===== src/rtl/bash_f_round_ctrl.sv =====
// Round sequencer for the bash-f permutation: owns the round-constant register,
// walks ROUNDS rounds with stall support, and signals completion with done_o.

module bash_f_const (
    input  logic [63:0] data_i,
    output logic [63:0] data_o
);
    localparam logic [63:0] C_POLY = 64'hDC2BE1997FE0D8AE;

    logic [63:0] le_word;
    logic [63:0] le_next;

    // Byte 0 of the word sits in [63:56] but is the least significant byte of the integer.
    always_comb begin
        le_word = '0;
        data_o  = '0;
        for (int b = 0; b < 8; b++) begin
            le_word[8*b +: 8] = data_i[63-8*b -: 8];
        end
        le_next = (le_word >> 1) ^ (le_word[0] ? C_POLY : 64'h0);
        for (int b = 0; b < 8; b++) begin
            data_o[63-8*b -: 8] = le_next[8*b +: 8];
        end
    end
endmodule

module bash_f_round_ctrl #(
    parameter int          ROUNDS = 24,
    parameter logic [63:0] C_INIT = 64'hB194BAC80A08F53B,
    localparam int         IW     = (ROUNDS > 1) ? $clog2(ROUNDS) : 1
) (
    input  logic          clk_i,
    input  logic          rst_i,
    input  logic          start_i,
    input  logic          stall_i,
    output logic          ready_o,
    output logic          round_en_o,
    output logic [IW-1:0] round_idx_o,
    output logic [63:0]   round_const_o,
    output logic          last_round_o,
    output logic          done_o,
    output logic [1:0]    state_o
);
    localparam logic [1:0] S_IDLE = 2'd0;
    localparam logic [1:0] S_RUN  = 2'd1;
    localparam logic [1:0] S_DONE = 2'd2;

    localparam logic [IW-1:0] IDX_LAST = IW'(ROUNDS - 1);

    logic [1:0]    state_q, state_d;
    logic [IW-1:0] idx_q, idx_d;
    logic [63:0]   const_q, const_d;
    logic [63:0]   const_next;

    bash_f_const u_const (
        .data_i (const_q),
        .data_o (const_next)
    );

    // Valid/ready: start_i is accepted only in a cycle with ready_o=1; round_en_o
    // marks a round consumed by the datapath, which happens only while stall_i=0.
    always_comb begin
        state_d = state_q;
        idx_d   = idx_q;
        const_d = const_q;
        case (state_q)
            S_IDLE: begin
                idx_d   = '0;
                const_d = C_INIT;
                if (start_i) begin
                    state_d = S_RUN;
                end
            end
            S_RUN: begin
                if (!stall_i) begin
                    if (idx_q == IDX_LAST) begin
                        state_d = S_DONE;
                        idx_d   = '0;
                        const_d = C_INIT;
                    end else begin
                        idx_d   = idx_q + 1'b1;
                        const_d = const_next;
                    end
                end
            end
            S_DONE: begin
                state_d = S_IDLE;
            end
            default: begin
                state_d = S_IDLE;
                idx_d   = '0;
                const_d = C_INIT;
            end
        endcase
    end

    always_ff @(posedge clk_i) begin
        if (rst_i) begin
            state_q <= S_IDLE;
            idx_q   <= '0;
            const_q <= C_INIT;
        end else begin
            state_q <= state_d;
            idx_q   <= idx_d;
            const_q <= const_d;
        end
    end

    assign ready_o       = (state_q == S_IDLE);
    assign round_en_o    = (state_q == S_RUN) && !stall_i;
    assign round_idx_o   = idx_q;
    assign round_const_o = const_q;
    assign last_round_o  = (state_q == S_RUN) && (idx_q == IDX_LAST);
    assign done_o        = (state_q == S_DONE);
    assign state_o       = state_q;
endmodule

===== config.mk =====
export PLATFORM = sky130hd
export DESIGN_NAME = bash_f_round_ctrl
export DESIGN_NICKNAME = d
export VERILOG_FILES = /design/src/rtl/bash_f_round_ctrl.sv
export SDC_FILE = /design/constraint.sdc
export NUM_CORES = 1
export LEC_CHECK = 0
export CAP_MARGIN = 20
export CORE_ASPECT_RATIO = 0.7
export CORE_MARGIN = 3
export CORE_UTILIZATION = 45
export DETAILED_ROUTE_END_ITERATION = 10
export HOLD_SLACK_MARGIN = 0.06
export PLACE_DENSITY = 0.77
export RECOVER_POWER = 50
export SLEW_MARGIN = 0
export SYNTH_ARGS = -nofsm -noshare
export SYNTH_HDL_FRONTEND = slang
export SYNTH_SLANG_ARGS = --single-unit

===== constraint.sdc =====
create_clock -name clk_i -period 2.6 [get_ports clk_i]
set_clock_uncertainty 0.1 [all_clocks]
set_input_delay 0.52 -clock clk_i [delete_from_list [all_inputs] [get_ports clk_i]]
set_output_delay 0.52 -clock clk_i [all_outputs]
set_load 0.05 [all_outputs]

==> flow_results.xml, run 1 <==
<?xml version="1.0" encoding="UTF-8"?>
<metrics>
  <group name="routing">
    <metric name="via_count" unit="">3013</metric>
    <metric name="drt_first_iter_violations" unit="">247</metric>
    <metric name="detail_route.wl_per_cell" unit="um">16.85</metric>
    <metric name="drc" unit="">0</metric>
    <metric name="wl" unit="um">8947</metric>
    <metric name="router_iterations_before_antenna_repair" unit="">4</metric>
    <metric name="drt-vias-per-instance" unit="">5.674</metric>
    <metric name="ant_nets" unit="">0</metric>
  </group>
  <group name="setup_path">
    <metric name="worst_r2r_path_depth" unit="">5</metric>
    <metric name="reg2reg_from" unit="">round_idx_o[0]</metric>
    <metric name="ff2ff_setup_slack" unit="ns">0.29</metric>
    <metric name="crit_path_dat" unit="ns">1.80</metric>
    <metric name="worst-endpoint-required" unit="ns">1.98</metric>
    <metric name="critical_path.max_fanout" unit="">5</metric>
    <metric name="crit-reg2reg-capture" unit="">state_o[0]</metric>
    <metric name="critPathCaptureType" unit="">output pin</metric>
    <metric name="worst_setup_path_start_kind" unit="">input pin</metric>
    <metric name="path_type_of_the_worst_setup_path" unit="">in -&gt; out</metric>
  </group>
  <group name="placed_design">
    <metric name="port-buffer-count" unit="">78</metric>
    <metric name="place.detailed.instances" unit="">516</metric>
    <metric name="gp_congestion" unit="">0.7979</metric>
    <metric name="place.detailed.hpwl" unit="um">5451</metric>
  </group>
  <group name="power_and_ir_drop">
    <metric name="power.leakage" unit="nW">1.383</metric>
    <metric name="power-per-cell-area" unit="mW/mm2">540.0</metric>
    <metric name="power.ir.vdd_worst" unit="mV">0.2175</metric>
  </group>
  <group name="finish">
    <metric name="final_cell_mix" unit="">72 x clkdlybuf4s50_1, 70 x dfxtp_1, 66 x a21oi_1, 55 x o21ai_0, 37 x nand3_1</metric>
    <metric name="mostFrequentLayoutCell" unit="">clkdlybuf4s50_1</metric>
    <metric name="finish.net_count" unit="">441</metric>
    <metric name="n_antenna_cell" unit="">0</metric>
    <metric name="final_layout_size_suffix_gt1_share" unit="%">7.727</metric>
    <metric name="area_delta_synth_final" unit="%">30.37</metric>
    <metric name="final_core_utilization" unit="%">63.63</metric>
    <metric name="area.sequential" unit="mm2">0.001423</metric>
    <metric name="multi_input_comb_area" unit="mm2">0.001505</metric>
    <metric name="stdcell_count" unit="">531</metric>
    <metric name="fillers" unit="">573</metric>
  </group>
  <group name="synthesis">
    <metric name="syn_nets" unit="">379</metric>
    <metric name="synthCells" unit="">374</metric>
    <metric name="mean_instance_size_in_the_synthesized_netlist" unit="um2">8.504</metric>
    <metric name="asyncSetResetFlopFracSynth" unit="%">0</metric>
    <metric name="yosys.cell_types.count" unit="">36</metric>
    <metric name="synth-edff-count" unit="">0</metric>
    <metric name="synth_warnings" unit="">0</metric>
    <metric name="netlist_area" unit="mm2">0.003181</metric>
    <metric name="synth-main-ff-cell" unit="">dfxtp_1</metric>
    <metric name="synth_seq_area_share" unit="%">44.69</metric>
    <metric name="post_synthesis_sequential_element_count" unit="">71</metric>
  </group>
  <group name="global_route">
    <metric name="global_route.usage.met1" unit="%">30.09</metric>
    <metric name="met2_track_demand_over_resource_in_global_routing" unit="%">31.67</metric>
    <metric name="grt_pass1_wl" unit="um">14390</metric>
    <metric name="grt_pass1_vias" unit="">2906</metric>
    <metric name="global_route.overflow_total" unit="">0</metric>
    <metric name="grt_max_degree" unit="">41</metric>
    <metric name="grt.met3_usage" unit="%">8.552</metric>
    <metric name="grt_most_used_layer" unit="">met2</metric>
    <metric name="initial_antenna_violation_count" unit="">0</metric>
    <metric name="grtUsageTotal" unit="%">21.85</metric>
  </group>
  <group name="timing">
    <metric name="fin_crit" unit="ns">2.419</metric>
    <metric name="relSlewSlack" unit="%">44.96</metric>
    <metric name="post-route-period-util" unit="%">93.04</metric>
    <metric name="worst_slew_pin_slew" unit="ns">0.8256</metric>
    <metric name="clock.fmax" unit="MHz">413.4</metric>
    <metric name="finalMaxSlewViolations" unit="">0</metric>
    <metric name="timing.final.setup_violations" unit="">0</metric>
    <metric name="grt_setup_unrepaired" unit="">no</metric>
    <metric name="timing.setup.tns" unit="ns">0</metric>
    <metric name="hold_viol" unit="">0</metric>
  </group>
  <group name="die">
    <metric name="dieHeight" unit="um">76.34</metric>
    <metric name="chipWidth" unit="um">106.5</metric>
    <metric name="core" unit="mm2">0.006516</metric>
    <metric name="floorplan.initialDensity" unit="%">48.81</metric>
    <metric name="die_area" unit="mm2">0.008129</metric>
    <metric name="core.rowCount" unit="">24</metric>
    <metric name="design.portCount" unit="">79</metric>
  </group>
  <group name="clock_tree">
    <metric name="clock_network_latency_to_the_later_pin_of_the_worst_skew_pair" unit="ns">0.35</metric>
    <metric name="cts_root_buf" unit="">clkbuf_8</metric>
    <metric name="cts_tree" unit="">done</metric>
    <metric name="post-cts-setup-buffers" unit="">0</metric>
    <metric name="cts-resized-gates" unit="">0</metric>
    <metric name="cts_made_buffers" unit="">9</metric>
    <metric name="h_tree_level_count" unit="">3</metric>
    <metric name="ctsLongestPathBuffers" unit="">2</metric>
    <metric name="cts.clk_slew.worst_paths" unit="ns">0.07</metric>
    <metric name="hold_bufs_at_cts" unit="">0</metric>
    <metric name="cts_num_sinks" unit="">71</metric>
  </group>
  <group name="hold_path">
    <metric name="hp-class" unit="">reg -&gt; reg</metric>
    <metric name="min_to" unit="">round_const_o[29]</metric>
    <metric name="hold_path_startpoint" unit="">round_const_o[30]</metric>
    <metric name="instance_count_along_the_most_critical_hold_path" unit="">2</metric>
  </group>
  <group name="run_status">
    <metric name="run_status" unit="">complete, no violations</metric>
  </group>
  <group name="flow_run">
    <metric name="max_cap_violations" unit="">0</metric>
  </group>
</metrics>
## report_power, final
group / internal [mW] / leakage (nW) / switching, mW
clock network: 0.421 / 0.0898 / 0.381
logic: 0.0947 / 0.717 / 0.202
registers: 1.11 / 0.577 / 0.0265
total: 1.63 / 1.38 / 0.609
## metal layers
metal	vias to the layer above	part of all wire, %
met1	1435	47
met4	0	0.96
met3	11	8.3
met5	-	0
li1	1445	-
met2	122	44
## flip-flops by register name, indices dropped and copies added (netlist names)
name and flops:
round_const_o 64, round_idx_o 5, state_o 2
## synthesized netlist by cell type (3+ instances only)
| library cell | count | area [um2] |
|---|---|---|
| xor2_1 | 35 | 306.5 |
| buf_2 | 9 | 45.04 |
| clkbuf_1 | 23 | 86.33 |
| buf_6 | 3 | 33.78 |
| dfxtp_1 | 71 | 1421 |
| nor2_1 | 5 | 18.77 |
| nor3_2 | 10 | 100.1 |
| nand3_1 | 37 | 185.2 |
| inv_1 | 3 | 11.26 |
| o21ai_0 | 55 | 275.3 |
| a21oi_1 | 66 | 330.3 |
| buf_4 | 4 | 30.03 |
| o21ai_1 | 10 | 50.05 |
| nand2b_1 | 3 | 18.77 |
| nor3_1 | 19 | 95.09 |
## cells by family after synthesis
group / count (synthesis) / share of synthesized area, %
compound gates: 138 / 22.70
flops: 71 / 44.69
buf+inv: 44 / 6.727
xor+xnor: 36 / 9.913
fa+ha+maj: 1 / 0.3933
simple gates: 84 / 15.58
## per-stage QoR
step | hold slack (ns) | area, um2 | total power [mW] | setup slack (ns)
6_report | 0.3818 | 4146 | 2.239 | 0.1810
5_1_grt | 0.4163 | 4146 | 2.317 | 0.1617
3_3_place_gp | 0.3671 | 4025 | 1.459 | 0.3421
2_1_floorplan | 0.4985 | 3188 | 1.371 | 0.1446
4_1_cts | 0.3850 | 4202 | 2.252 | 0.2883
3_5_place_dp | 0.3708 | 4025 | 1.464 | 0.3184
## critical path, stage by stage
cell           delay (ns)
dlygate4sd3_1        0.61
or3b_1               0.41
inv_2                0.12
buf_12               0.14
## worst max-delay path by stage
stage | startpoint | end | slack (ns) | cells past startpoint
after global placement | stall_i | round_en_o | 0.34 | 4
after global routing | stall_i | round_en_o | 0.16 | 4
final | stall_i | round_en_o | 0.18 | 4
after CTS | state_o[0] | state_o[0] | 0.29 | 1
after floorplan | round_idx_o[0] | last_round_o | 0.14 | 5
after detailed placement | stall_i | round_en_o | 0.32 | 4
## cell type report
class | instances | share of cell area, %
clock buffer | 15 | 4.255
inverter | 4 | 0.3621
multi-input combinational | 259 | 36.30
sequential | 71 | 34.31
tap | 91 | 2.746
timing repair buffer | 91 | 22.03
(Power assumes the default switching activity.)
==> inputs of run 2 (changes only) <==
- CTS_CLUSTER_SIZE: not set -> 8
- PLACE_DENSITY: 0.77 -> not set
- PLACE_DENSITY_LB_ADDON: not set -> 0.25
==> run 2 against run 1 <==
  * Cell area is 0.69% higher
  * Clock-buffer cell count shrank 4
  * Utilization grew 0.44 points
  * Combinational power about the same
  * Sequential power about the same
  * Non-clock buffer count grew 1
==> flow_results.xml, run 2 (synthesized netlist as in run 1, its figures left out) <==
<?xml version="1.0" encoding="UTF-8"?>
<metrics>
  <group name="setup_path">
    <metric name="critPathCaptureType" unit="">register</metric>
    <metric name="critical_path.top_delay_family" unit="">buffers and inverters</metric>
    <metric name="worst-endpoint-required" unit="ns">2.75</metric>
    <metric name="reg2reg_from" unit="">round_idx_o[0]</metric>
    <metric name="critical_path.max_fanout" unit="">17</metric>
    <metric name="path_type_of_the_worst_setup_path" unit="">in -&gt; reg</metric>
    <metric name="crit_chain" unit="">clkdlybuf4s50_1, or3b_1, inv_2, clkbuf_1, nand2b_1, a311oi_2</metric>
    <metric name="timing.critical_path.from" unit="">stall_i</metric>
    <metric name="timing.critical_path.slowest_cell_delay" unit="ns">0.57</metric>
    <metric name="crit_path_top_delay_cell" unit="">clkbuf_1</metric>
    <metric name="worst_setup_path_start_kind" unit="">input pin</metric>
    <metric name="worst-path-buf-inv" unit="">3</metric>
    <metric name="crit_path_dat" unit="ns">2.52</metric>
  </group>
  <group name="hold_path">
    <metric name="hold_path_startpoint" unit="">round_const_o[31]</metric>
    <metric name="hp-class" unit="">reg -&gt; reg</metric>
  </group>
  <group name="clock_tree">
    <metric name="clock_network_latency_to_the_later_pin_of_the_worst_skew_pair" unit="ns">0.34</metric>
    <metric name="cts_tree" unit="">done</metric>
    <metric name="cts.clk_slew.worst_paths" unit="ns">0.07</metric>
    <metric name="cts_root_buf" unit="">clkbuf_8</metric>
    <metric name="cts_made_buffers" unit="">9</metric>
    <metric name="h_tree_level_count" unit="">3</metric>
    <metric name="hold_bufs_at_cts" unit="">0</metric>
    <metric name="cts-resized-gates" unit="">0</metric>
    <metric name="cts_num_sinks" unit="">71</metric>
    <metric name="post-cts-setup-buffers" unit="">0</metric>
    <metric name="ctsLongestPathBuffers" unit="">2</metric>
  </group>
  <group name="routing">
    <metric name="drt_first_iter_violations" unit="">196</metric>
    <metric name="wl" unit="um">8838</metric>
    <metric name="drt-vias-per-instance" unit="">5.694</metric>
    <metric name="detail_route.wl_per_cell" unit="um">16.61</metric>
    <metric name="drc" unit="">0</metric>
    <metric name="via_count" unit="">3029</metric>
    <metric name="router_iterations_before_antenna_repair" unit="">5</metric>
    <metric name="ant_nets" unit="">0</metric>
  </group>
  <group name="power_and_ir_drop">
    <metric name="power.leakage" unit="nW">1.401</metric>
    <metric name="power.ir.vdd_worst" unit="mV">0.3284</metric>
    <metric name="power-per-cell-area" unit="mW/mm2">573.3</metric>
  </group>
  <group name="global_route">
    <metric name="initial_antenna_violation_count" unit="">0</metric>
    <metric name="grt_pass1_wl" unit="um">14720</metric>
    <metric name="global_route.overflow_total" unit="">0</metric>
    <metric name="grt_most_used_layer" unit="">met2</metric>
    <metric name="grt.met3_usage" unit="%">7.197</metric>
    <metric name="met2_track_demand_over_resource_in_global_routing" unit="%">33.19</metric>
    <metric name="grt_max_degree" unit="">43</metric>
    <metric name="global_route.usage.met1" unit="%">30.76</metric>
    <metric name="grtUsageTotal" unit="%">22.18</metric>
    <metric name="grt_pass1_vias" unit="">2888</metric>
  </group>
  <group name="timing">
    <metric name="grt_setup_unrepaired" unit="">no</metric>
    <metric name="worst_slew_pin_slew" unit="ns">0.8447</metric>
    <metric name="hold_viol" unit="">0</metric>
    <metric name="timing.final.setup_violations" unit="">0</metric>
    <metric name="worst_slack" unit="ns">0.2378</metric>
    <metric name="finalMaxSlewViolations" unit="">0</metric>
    <metric name="post-route-period-util" unit="%">90.85</metric>
    <metric name="relSlewSlack" unit="%">43.68</metric>
    <metric name="clock.fmax" unit="MHz">423.3</metric>
    <metric name="timing.setup.tns" unit="ns">0</metric>
    <metric name="fin_crit" unit="ns">2.362</metric>
    <metric name="whs" unit="ns">0.3763</metric>
  </group>
  <group name="finish">
    <metric name="finish.net_count" unit="">442</metric>
    <metric name="area_delta_synth_final" unit="%">31.27</metric>
    <metric name="layout.cell_area.non_filler" unit="mm2">0.004175</metric>
    <metric name="stdcell_count" unit="">532</metric>
    <metric name="final_layout_size_suffix_gt1_share" unit="%">8.163</metric>
    <metric name="final_cell_mix" unit="">73 x clkdlybuf4s50_1, 70 x dfxtp_1, 66 x a21oi_1, 55 x o21ai_0, 37 x nand3_1</metric>
    <metric name="number_of_flip_flops_in_the_largest_register" unit="">64</metric>
    <metric name="n_antenna_cell" unit="">0</metric>
    <metric name="mostFrequentLayoutCell" unit="">clkdlybuf4s50_1</metric>
    <metric name="fillers" unit="">567</metric>
  </group>
  <group name="die">
    <metric name="dieHeight" unit="um">76.34</metric>
    <metric name="core.rowCount" unit="">24</metric>
    <metric name="design.portCount" unit="">79</metric>
    <metric name="floorplan.initialDensity" unit="%">48.81</metric>
    <metric name="chipWidth" unit="um">106.5</metric>
    <metric name="die_area" unit="mm2">0.008129</metric>
    <metric name="core" unit="mm2">0.006516</metric>
  </group>
  <group name="flow_run">
    <metric name="max_cap_violations" unit="">0</metric>
  </group>
  <group name="placed_design">
    <metric name="place.detailed.hpwl" unit="um">5308</metric>
    <metric name="placed_cell_area" unit="mm2">0.004020</metric>
    <metric name="place.detailed.instances" unit="">517</metric>
    <metric name="dpl_worst_slack" unit="ns">0.3183</metric>
    <metric name="port-buffer-count" unit="">78</metric>
    <metric name="gp_congestion" unit="">0.7616</metric>
  </group>
  <group name="run_status">
    <metric name="run_status" unit="">complete, no violations</metric>
  </group>
</metrics>
run 2: cell types whose count changed in the layout (fill, tap and decap cells not counted), sizes merged:
cell	delta
dlygate4sd3	-1
clkbuf	-4
bufinv	+2
clkinv	+2
clkdlybuf4s50	+1
buf	+1
run 2: final timing paths:
check,end,slack [ns],cells after the start
worst max-delay path,round_idx_o[2],0.24,6
worst min-delay path,round_const_o[30],0.38,2
worst max register to register,state_o[0],0.30,5
worst min register to register,round_const_o[30],0.38,2
run 2: tightest hold or removal path, delay by kind of cell, from the launching register on:
family	cells	cell delay, ns
compound gates	1	0.05
simple gates	1	0.07
flops	1	0.32
run 2: stage by stage:
step	total power, mW	util, %
6_report	2.394	64.07
5_1_grt	2.473	64.07
4_1_cts	2.415	64.94
3_5_place_dp	1.461	61.69
3_3_place_gp	1.458	61.69
2_1_floorplan	1.371	-
run 2: power breakdown:
group	total, mW	switching, mW	internal (mW)
Clock	0.961	0.403	0.559
Sequential	1.14	0.0252	1.11
Combinational	0.294	0.200	0.0935
run 2: cell type report:
type,count,area [um2],area share [%]
multi-input combinational,259,1505,36.05
clock inverter,4,70.07,1.678
sequential,71,1423,34.07
clock buffer,11,141.4,3.386
tap,91,113.9,2.727
inverter,4,15.01,0.3596
timing repair buffer,92,907.1,21.73
run 2: layer usage:
layer,share of wire (%),vias up
met5,0,-
met4,0.46,0
met3,8.2,5
met2,44,127
met1,47,1444
li1,-,1453
